### config.mk
export PLATFORM = sky130hd
export DESIGN_NAME = tree_serializer_feeder
export DESIGN_NICKNAME = d
export VERILOG_FILES = /design/src/rtl/tree_serializer_feeder.sv
export SDC_FILE = /design/constraint.sdc
export NUM_CORES = 1
export LEC_CHECK = 0
export BUFFER_PORTS_ARGS = -buffer_cell sky130_fd_sc_hd__buf_2
export CAP_MARGIN = 20
export CORE_UTILIZATION = 51
export DETAILED_ROUTE_END_ITERATION = 10
export HOLD_SLACK_MARGIN = 0.06
export PLACE_DENSITY = 0.76
export SYNTH_ARGS = -nofsm -noshare
export SYNTH_HDL_FRONTEND = slang
export SYNTH_SLANG_ARGS = --single-unit
export TNS_END_PERCENT = 30
### constraint.sdc
create_clock -name CLK -period 2.26 [get_ports CLK]
set_clock_uncertainty 0.05 [all_clocks]
set_input_delay 0.113 -clock CLK [delete_from_list [all_inputs] [get_ports CLK]]
set_output_delay 0.113 -clock CLK [all_outputs]
set_load 0.01 [all_outputs]
### src/rtl/tree_serializer_feeder.sv
// Feeder for the tree serializer: a small FIFO that hands one word to PAR_OUT per frame.
// Optional underrun counter output is enabled by defining TREE_SER_FEEDER_UNDERRUN_CNT_EN.
module tree_serializer_feeder #(
    parameter int                    INPUTS_NUM   = 8,
    parameter int                    DEPTH        = 4,
    parameter int                    FRAME_CYCLES = 8,
    parameter logic [INPUTS_NUM-1:0] IDLE_PATTERN = 'hA5
) (
    input  logic                       CLK,
    input  logic                       RESET_N,
    input  logic                       ENABLE,
    input  logic [INPUTS_NUM-1:0]      IN_DATA,
    input  logic                       IN_VALID,
    output logic                       IN_READY,
    output logic [INPUTS_NUM-1:0]      PAR_OUT,
    output logic                       FRAME_START,
    output logic                       UNDERRUN,
`ifdef TREE_SER_FEEDER_UNDERRUN_CNT_EN
    output logic [15:0]                UNDERRUN_CNT,
`endif
    output logic [$clog2(DEPTH):0]     LEVEL
);

    localparam int AW = $clog2(DEPTH);
    localparam int SW = (FRAME_CYCLES > 1) ? $clog2(FRAME_CYCLES) : 1;
    localparam logic [SW-1:0] SLOT_LAST = SW'(FRAME_CYCLES - 1);

    // Handshake: a word transfers on a rising edge where IN_VALID && IN_READY.
    // IN_READY depends only on registered pointers, never on this cycle's pop.

    logic [INPUTS_NUM-1:0] mem_q [DEPTH];
    logic [AW:0]           wr_ptr_q, wr_ptr_d;
    logic [AW:0]           rd_ptr_q, rd_ptr_d;
    logic [SW-1:0]         slot_q, slot_d;
    logic [INPUTS_NUM-1:0] par_out_q, par_out_d;
    logic                  frame_start_q, frame_start_d;
    logic                  underrun_q, underrun_d;

    logic full, empty, push, load, pop;

    assign empty = (wr_ptr_q == rd_ptr_q);
    assign full  = (wr_ptr_q[AW] != rd_ptr_q[AW]) &&
                   (wr_ptr_q[AW-1:0] == rd_ptr_q[AW-1:0]);
    assign push  = IN_VALID && !full;
    assign load  = ENABLE && (slot_q == '0);
    assign pop   = load && !empty;

    always_comb begin
        wr_ptr_d      = wr_ptr_q;
        rd_ptr_d      = rd_ptr_q;
        slot_d        = slot_q;
        par_out_d     = par_out_q;
        frame_start_d = 1'b0;
        underrun_d    = 1'b0;

        if (push) wr_ptr_d = wr_ptr_q + 1'b1;
        if (pop)  rd_ptr_d = rd_ptr_q + 1'b1;

        if (!ENABLE) begin
            slot_d    = '0;
            par_out_d = IDLE_PATTERN;
        end else begin
            slot_d = (slot_q == SLOT_LAST) ? '0 : slot_q + 1'b1;
            if (load) begin
                frame_start_d = 1'b1;
                underrun_d    = empty;
                par_out_d     = empty ? IDLE_PATTERN : mem_q[rd_ptr_q[AW-1:0]];
            end
        end
    end

    always_ff @(posedge CLK or negedge RESET_N) begin
        if (!RESET_N) begin
            wr_ptr_q      <= '0;
            rd_ptr_q      <= '0;
            slot_q        <= '0;
            par_out_q     <= IDLE_PATTERN;
            frame_start_q <= 1'b0;
            underrun_q    <= 1'b0;
        end else begin
            wr_ptr_q      <= wr_ptr_d;
            rd_ptr_q      <= rd_ptr_d;
            slot_q        <= slot_d;
            par_out_q     <= par_out_d;
            frame_start_q <= frame_start_d;
            underrun_q    <= underrun_d;
        end
    end

    // Storage needs no reset: the pointers alone decide which entries are live.
    always_ff @(posedge CLK) begin
        if (push) mem_q[wr_ptr_q[AW-1:0]] <= IN_DATA;
    end

`ifdef TREE_SER_FEEDER_UNDERRUN_CNT_EN
    logic [15:0] underrun_cnt_q;

    always_ff @(posedge CLK or negedge RESET_N) begin
        if (!RESET_N)
            underrun_cnt_q <= '0;
        else if (underrun_d && (underrun_cnt_q != 16'hFFFF))
            underrun_cnt_q <= underrun_cnt_q + 16'd1;
    end

    assign UNDERRUN_CNT = underrun_cnt_q;
`endif

    assign IN_READY    = !full;
    assign PAR_OUT     = par_out_q;
    assign FRAME_START = frame_start_q;
    assign UNDERRUN    = underrun_q;
    assign LEVEL       = wr_ptr_q - rd_ptr_q;

endmodule

# Word-level counts from Yosys, hierarchy flattened
# Memories as Yosys holds them, arrays and structs flattened.
# Cells that the tools add are included.
# op_classes
add_sub_neg,4
eq_ne,5
n_mux,11
reduce_logical,7
# op_table
op,n
8-bit 2-to-1 mux,3
"3-bit by 1-bit adder with 3-bit output, second input constant",3
1-bit 2-to-1 mux,6
3-bit 2-to-1 mux,2
1-bit logical AND,4
3-bit equality test,1
"3-bit equality test, second input constant",1
3-bit zero test,1
3-bit subtractor,1
2-bit equality test,1
1-bit zero test,2
"2-bit by 1-bit inequality test with 1-bit output, second input constant",1
1-bit inequality test,1
# word_totals
register_bits,19
ramBits,32
in_bits,12
out_inout_bits,14
elab_cells,34
n_memories,1
# memory_table
memory,words,word_bits,rd,rd_ports_with_merged_regs,write_ports,line_no,text
mem_q,4,8,1,0,1,31,logic [INPUTS_NUM-1:0] mem_q [DEPTH];

# Longest topological paths before layout
# depth
depth_word,6
ltp_mapped,7
ltp_nobuf,5

# Worst setup path before layout
# OpenSTA, ideal clock, no wires.
# synth_timing
kind,register to register
start,register rd_ptr_q[1]
end,memory mem_q[3][0] (enable)
setup_ps,379
arrival_ps,1867
t_required_ps,1831
slack_ps,-35
path_stages_with_launch,7
path_buffers,2
synth_period_minus_slack_ps,2295
cell_sequence,dfrtp_1 > clkbuf_1 > inv_1 > ha_1 > and2_1 > clkbuf_1 > a21oi_1
# synth_between
elab_chain_len,6
# synth_lines
element,line_no,text
"start, declared",33,"logic [AW:0] rd_ptr_q, rd_ptr_d;"
"start signal, assigned",82,rd_ptr_q <= rd_ptr_d;
2-bit equality test,43,(wr_ptr_q[AW-1:0] == rd_ptr_q[AW-1:0]);
1-bit logical AND,42,assign full = (wr_ptr_q[AW] != rd_ptr_q[AW]) &&
1-bit zero test,44,assign push = IN_VALID && !full;
1-bit logical AND,44,
1-bit 2-to-1 mux,92,if (push) mem_q[wr_ptr_q[AW-1:0]] <= IN_DATA;
1-bit 2-to-1 mux (implied by the code),92,
"end, declared",31,
# No other way between the ends.

# Final worst setup path
# layout_timing
start,register wr_ptr_q[0]
end,memory mem_q[0][1] (enable)
# layout_between
elab_chain_len,6
# layout_lines
element,line_no,text
"start, declared",32,"logic [AW:0] wr_ptr_q, wr_ptr_d;"
"start signal, assigned",81,wr_ptr_q <= wr_ptr_d;
2-bit equality test,43,
1-bit logical AND,42,
1-bit zero test,44,
1-bit logical AND,44,
1-bit 2-to-1 mux,92,
1-bit 2-to-1 mux (implied by the code),92,
# Parallel ways exist; a longest one is shown, timed or not.

==> results.txt <==
----------------------------------------------------
[Drt]
  Via density per instance ... 5.343
  Count of unresolved DRC violations after routing ... 0
  WL per Instance ... 17.14 microns
  Vias ... 1122
  Detailed-routing iteration count for the pre-antenna-repair pass ... 4
  Routed Antenna Nets ... 0
  Number of DRC violations after detailed-routing iteration 0 ... 67
  Detailed-route wire length ... 3600 microns

[Power]
  PD cells ... 1263 nW/um^2
  Largest vdd supply drop ... 948.7 uV
  Cell leakage power ... 1.020 nW

[Yosys]
  Library cells used by synthesis ... 30
  Fraction of the yosys area taken by sequential cells ... 68.04%
  Yosys warns ... 0
  Number of enable flip-flop cells after synthesis ... 32
  Mapped cell area ... 2118 sq um
  Syn avg cell area ... 17.95 sq um
  Net count after synthesis ... 141
  Leading register cell type out of synthesis ... sky130_fd_sc_hd__edfxtp_1
  Fraction of registers with async set or reset after synthesis ... 37.25%
  Instance count of the mapped netlist ... 118
  Count of state elements after synthesis ... 51

[CTS]
  Post-CTS Setup Inserts ... 0
  Clock tree sinks ... 51
  CTS buffer count ... 5
  Worst-skew pair later-pin latency ... 0.31 ns
  Root Buffer Master ... sky130_fd_sc_hd__clkbuf_8
  Post_cts resized ... 0
  Post-CTS Hold Buffers ... 9
  Clock slew at reported path FFs ... 0.10 ns
  Count of H-tree levels built during CTS ... 2
  Number of buffers on the longest clock path ... 2
  CTS tree ... done

[Floorplan]
  Boundary Pins ... 26
  Core footprint ... 4000 sq um
  Floorplan die height ... 66.45 microns
  DIE AREA ... 4415 sq um
  Starting utilization of the core area ... 52.96%
  Floorplan die width ... 66.45 microns
  Number of rows created at floorplan ... 23

[Outcome]
  Outcome ... finished, final reports clean

[Cells and area]
  Final Instance Area ... 2499 sq um
  Area of all sequential standard cells ... 1441 sq um
  Commonest non-fill, non-tap cells in the layout ... sky130_fd_sc_hd__edfxtp_1, sky130_fd_sc_hd__buf_2, sky130_fd_sc_hd__dfrtp_1, sky130_fd_sc_hd__inv_1, sky130_fd_sc_hd__ha_1
  Area taken by multi-input logic gates ... 624.3 sq um
  Fill count ... 277
  Share of layout cells above drive strength 1 ... 35.00%
  Final core utilization ... 62.46%
  NumNets Final ... 182
  Diodes inserted ... 0
  Relative area change from synthesis to final layout ... 17.96%
  Most frequent standard cell in the layout excluding fill and tap cells ... sky130_fd_sc_hd__edfxtp_1

[Critical path]
  Number of buffer and inverter stages on the critical path ... 1
  Crit path DAT ... 2.04 ns
  Kind of cell adding the most delay to the critical path ... simple AND/OR/NAND/NOR gates
  Maximum single-stage delay on the critical path ... 0.42 ns
  Worst-path maximum fanout ... 8
  Required time at the endpoint of the critical path ... 2.22 ns
  Chain of cells forming the critical path ... inv_1 -> ha_1 -> and2_1 -> a21boi_2 -> and2_2
  Category of the most critical setup path ... flop to flop
  CP Capture Type ... flop
  Startpoint class of the critical path ... flop
  Critical-path top delay cell ... sky130_fd_sc_hd__dfrtp_1

[STA]
  Number of pins exceeding their max-slew limit in the final report ... 0
  Tcrit/Tclk final ... 91.96%
  Number of endpoints failing setup at the final stage ... 0
  Post-layout minimum cycle time ... 2.078 ns
  Highest achievable clock rate ... 481.1 MHz
  Unrepaired setup endpoints after global routing ... false
  Hold Vio Cnt, Final ... 0
  Least setup slack across all paths after layout ... 0.1816 ns
  Slew margin rel. ... 72.23%
  Final total negative setup slack ... 0 ns
  Slew at the pin closest to its max-slew limit ... 0.4165 ns

[Hold path]
  Type of the tightest min-delay check ... primary input to flop

[Global route]
  Global-route wire length before repair ... 5989 microns
  Initial antenna violation count ... 0
  Number of global-route vias before repair ... 1231
  Overall fraction of global-route tracks in use ... 19.60%
  Pin count of the biggest net entering global routing ... 20
  Gr ovfl total ... 0

[Place]
  Placement-stage worst setup slack ... 0.2101 ns
  Input/output buffers ... 25
  RD Place Congestion ... 0.7508
  Half-perimeter wire length of the detailed placement result ... 2665 microns
  Instance area after placement ... 2313 sq um

[Run]
  Max-capacitance violation count ... 0

----------------------------------------------------
==> stage by stage <==
stage,total power (W),hold WS (ns),instances
2_1_floorplan,0.002249,-0.2326,118
3_3_place_gp,0.002578,0.01187,193
3_5_place_dp,0.002624,0.02818,193
4_1_cts,0.003174,0.06919,210
5_1_grt,0.003344,0.07195,210
6_report,0.003155,0.07350,210
==> kinds of logic after synthesis <==
logic type	after synthesis	share of synthesized area, %
AND/OR/NAND/NOR	13	3.781
adder cells (fa/ha/maj)	11	6.852
buffers and inverters	13	2.658
XOR/XNOR	7	3.249
multiplexers	10	9.746
flip-flops	51	68.04
AO/OA/AOI/OAI	13	5.671
==> worst reg2reg max path, delay by kind of cell, from the launching register on <==
family                   cells  cell delay, ns
adder cells (fa/ha/maj)      1            0.26
buffers and inverters        1            0.16
flip-flops                   1            0.42
AO/OA/AOI/OAI                1            0.31
AND/OR/NAND/NOR              2            0.57
==> cells in the mapped netlist, types with 2 or more instances <==
cell type,number,share of area (%)
sky130_fd_sc_hd__xor2_1,3,1.2
sky130_fd_sc_hd__nand2_1,2,0.35
sky130_fd_sc_hd__ha_1,10,5.9
sky130_fd_sc_hd__and2_1,2,0.59
sky130_fd_sc_hd__xnor2_1,3,1.2
sky130_fd_sc_hd__and2_2,3,1.1
sky130_fd_sc_hd__mux4_2,8,8.5
sky130_fd_sc_hd__dfrtp_1,15,18
sky130_fd_sc_hd__o32a_1,4,1.9
sky130_fd_sc_hd__inv_1,10,1.8
sky130_fd_sc_hd__a32o_1,4,1.9
sky130_fd_sc_hd__clkbuf_1,2,0.35
sky130_fd_sc_hd__dfstp_2,4,5.0
sky130_fd_sc_hd__edfxtp_1,32,45
==> path summary, 6_finish.rpt <==
check,end,start,slack (ns),cells past startpoint
max,mem_q[0][1],wr_ptr_q[0],0.18,5
min,slot_q[2],ENABLE,0.07,2
max reg2reg,mem_q[0][1],wr_ptr_q[0],0.18,5
min reg2reg,slot_q[0],slot_q[0],0.42,1
max in group asynchronous,PAR_OUT[5],RESET_N,1.62,2
min in group asynchronous,wr_ptr_q[0],RESET_N,0.22,2
==> flip-flops by register name, indices dropped and copies added, names as in the netlist <==
signal / flops
slot_q: 3
wr_ptr_q: 3
mem_q: 32
rd_ptr_q: 3
FRAME_START: 1
UNDERRUN: 1
PAR_OUT: 8
==> report_power, final <==
group          switching, W  total, W  internal, W
clock network      0.000312  0.000540     0.000228
logic              0.000642   0.00120     0.000562
registers          0.000132   0.00141      0.00128
==> per-layer routing <==
layer	GRT usage [%]	vias to the layer above	wire length, microns
met5	0	-	0
met4	7.713	0	55
met3	5.172	6	134
met2	30.74	25	1741
met1	26.16	568	1669
li1	-	523	-
==> final cells by class <==
type,count,share of cell area (%)
Clock buffer,5,2.754
Clock inverter,3,1.052
Multi-Input combinational cell,54,24.99
Sequential cell,51,57.69
Inverter,10,1.502
Timing Repair Buffer,37,9.514
Tap cell,50,2.504
Note: power is estimated with default switching activity, not from simulation.
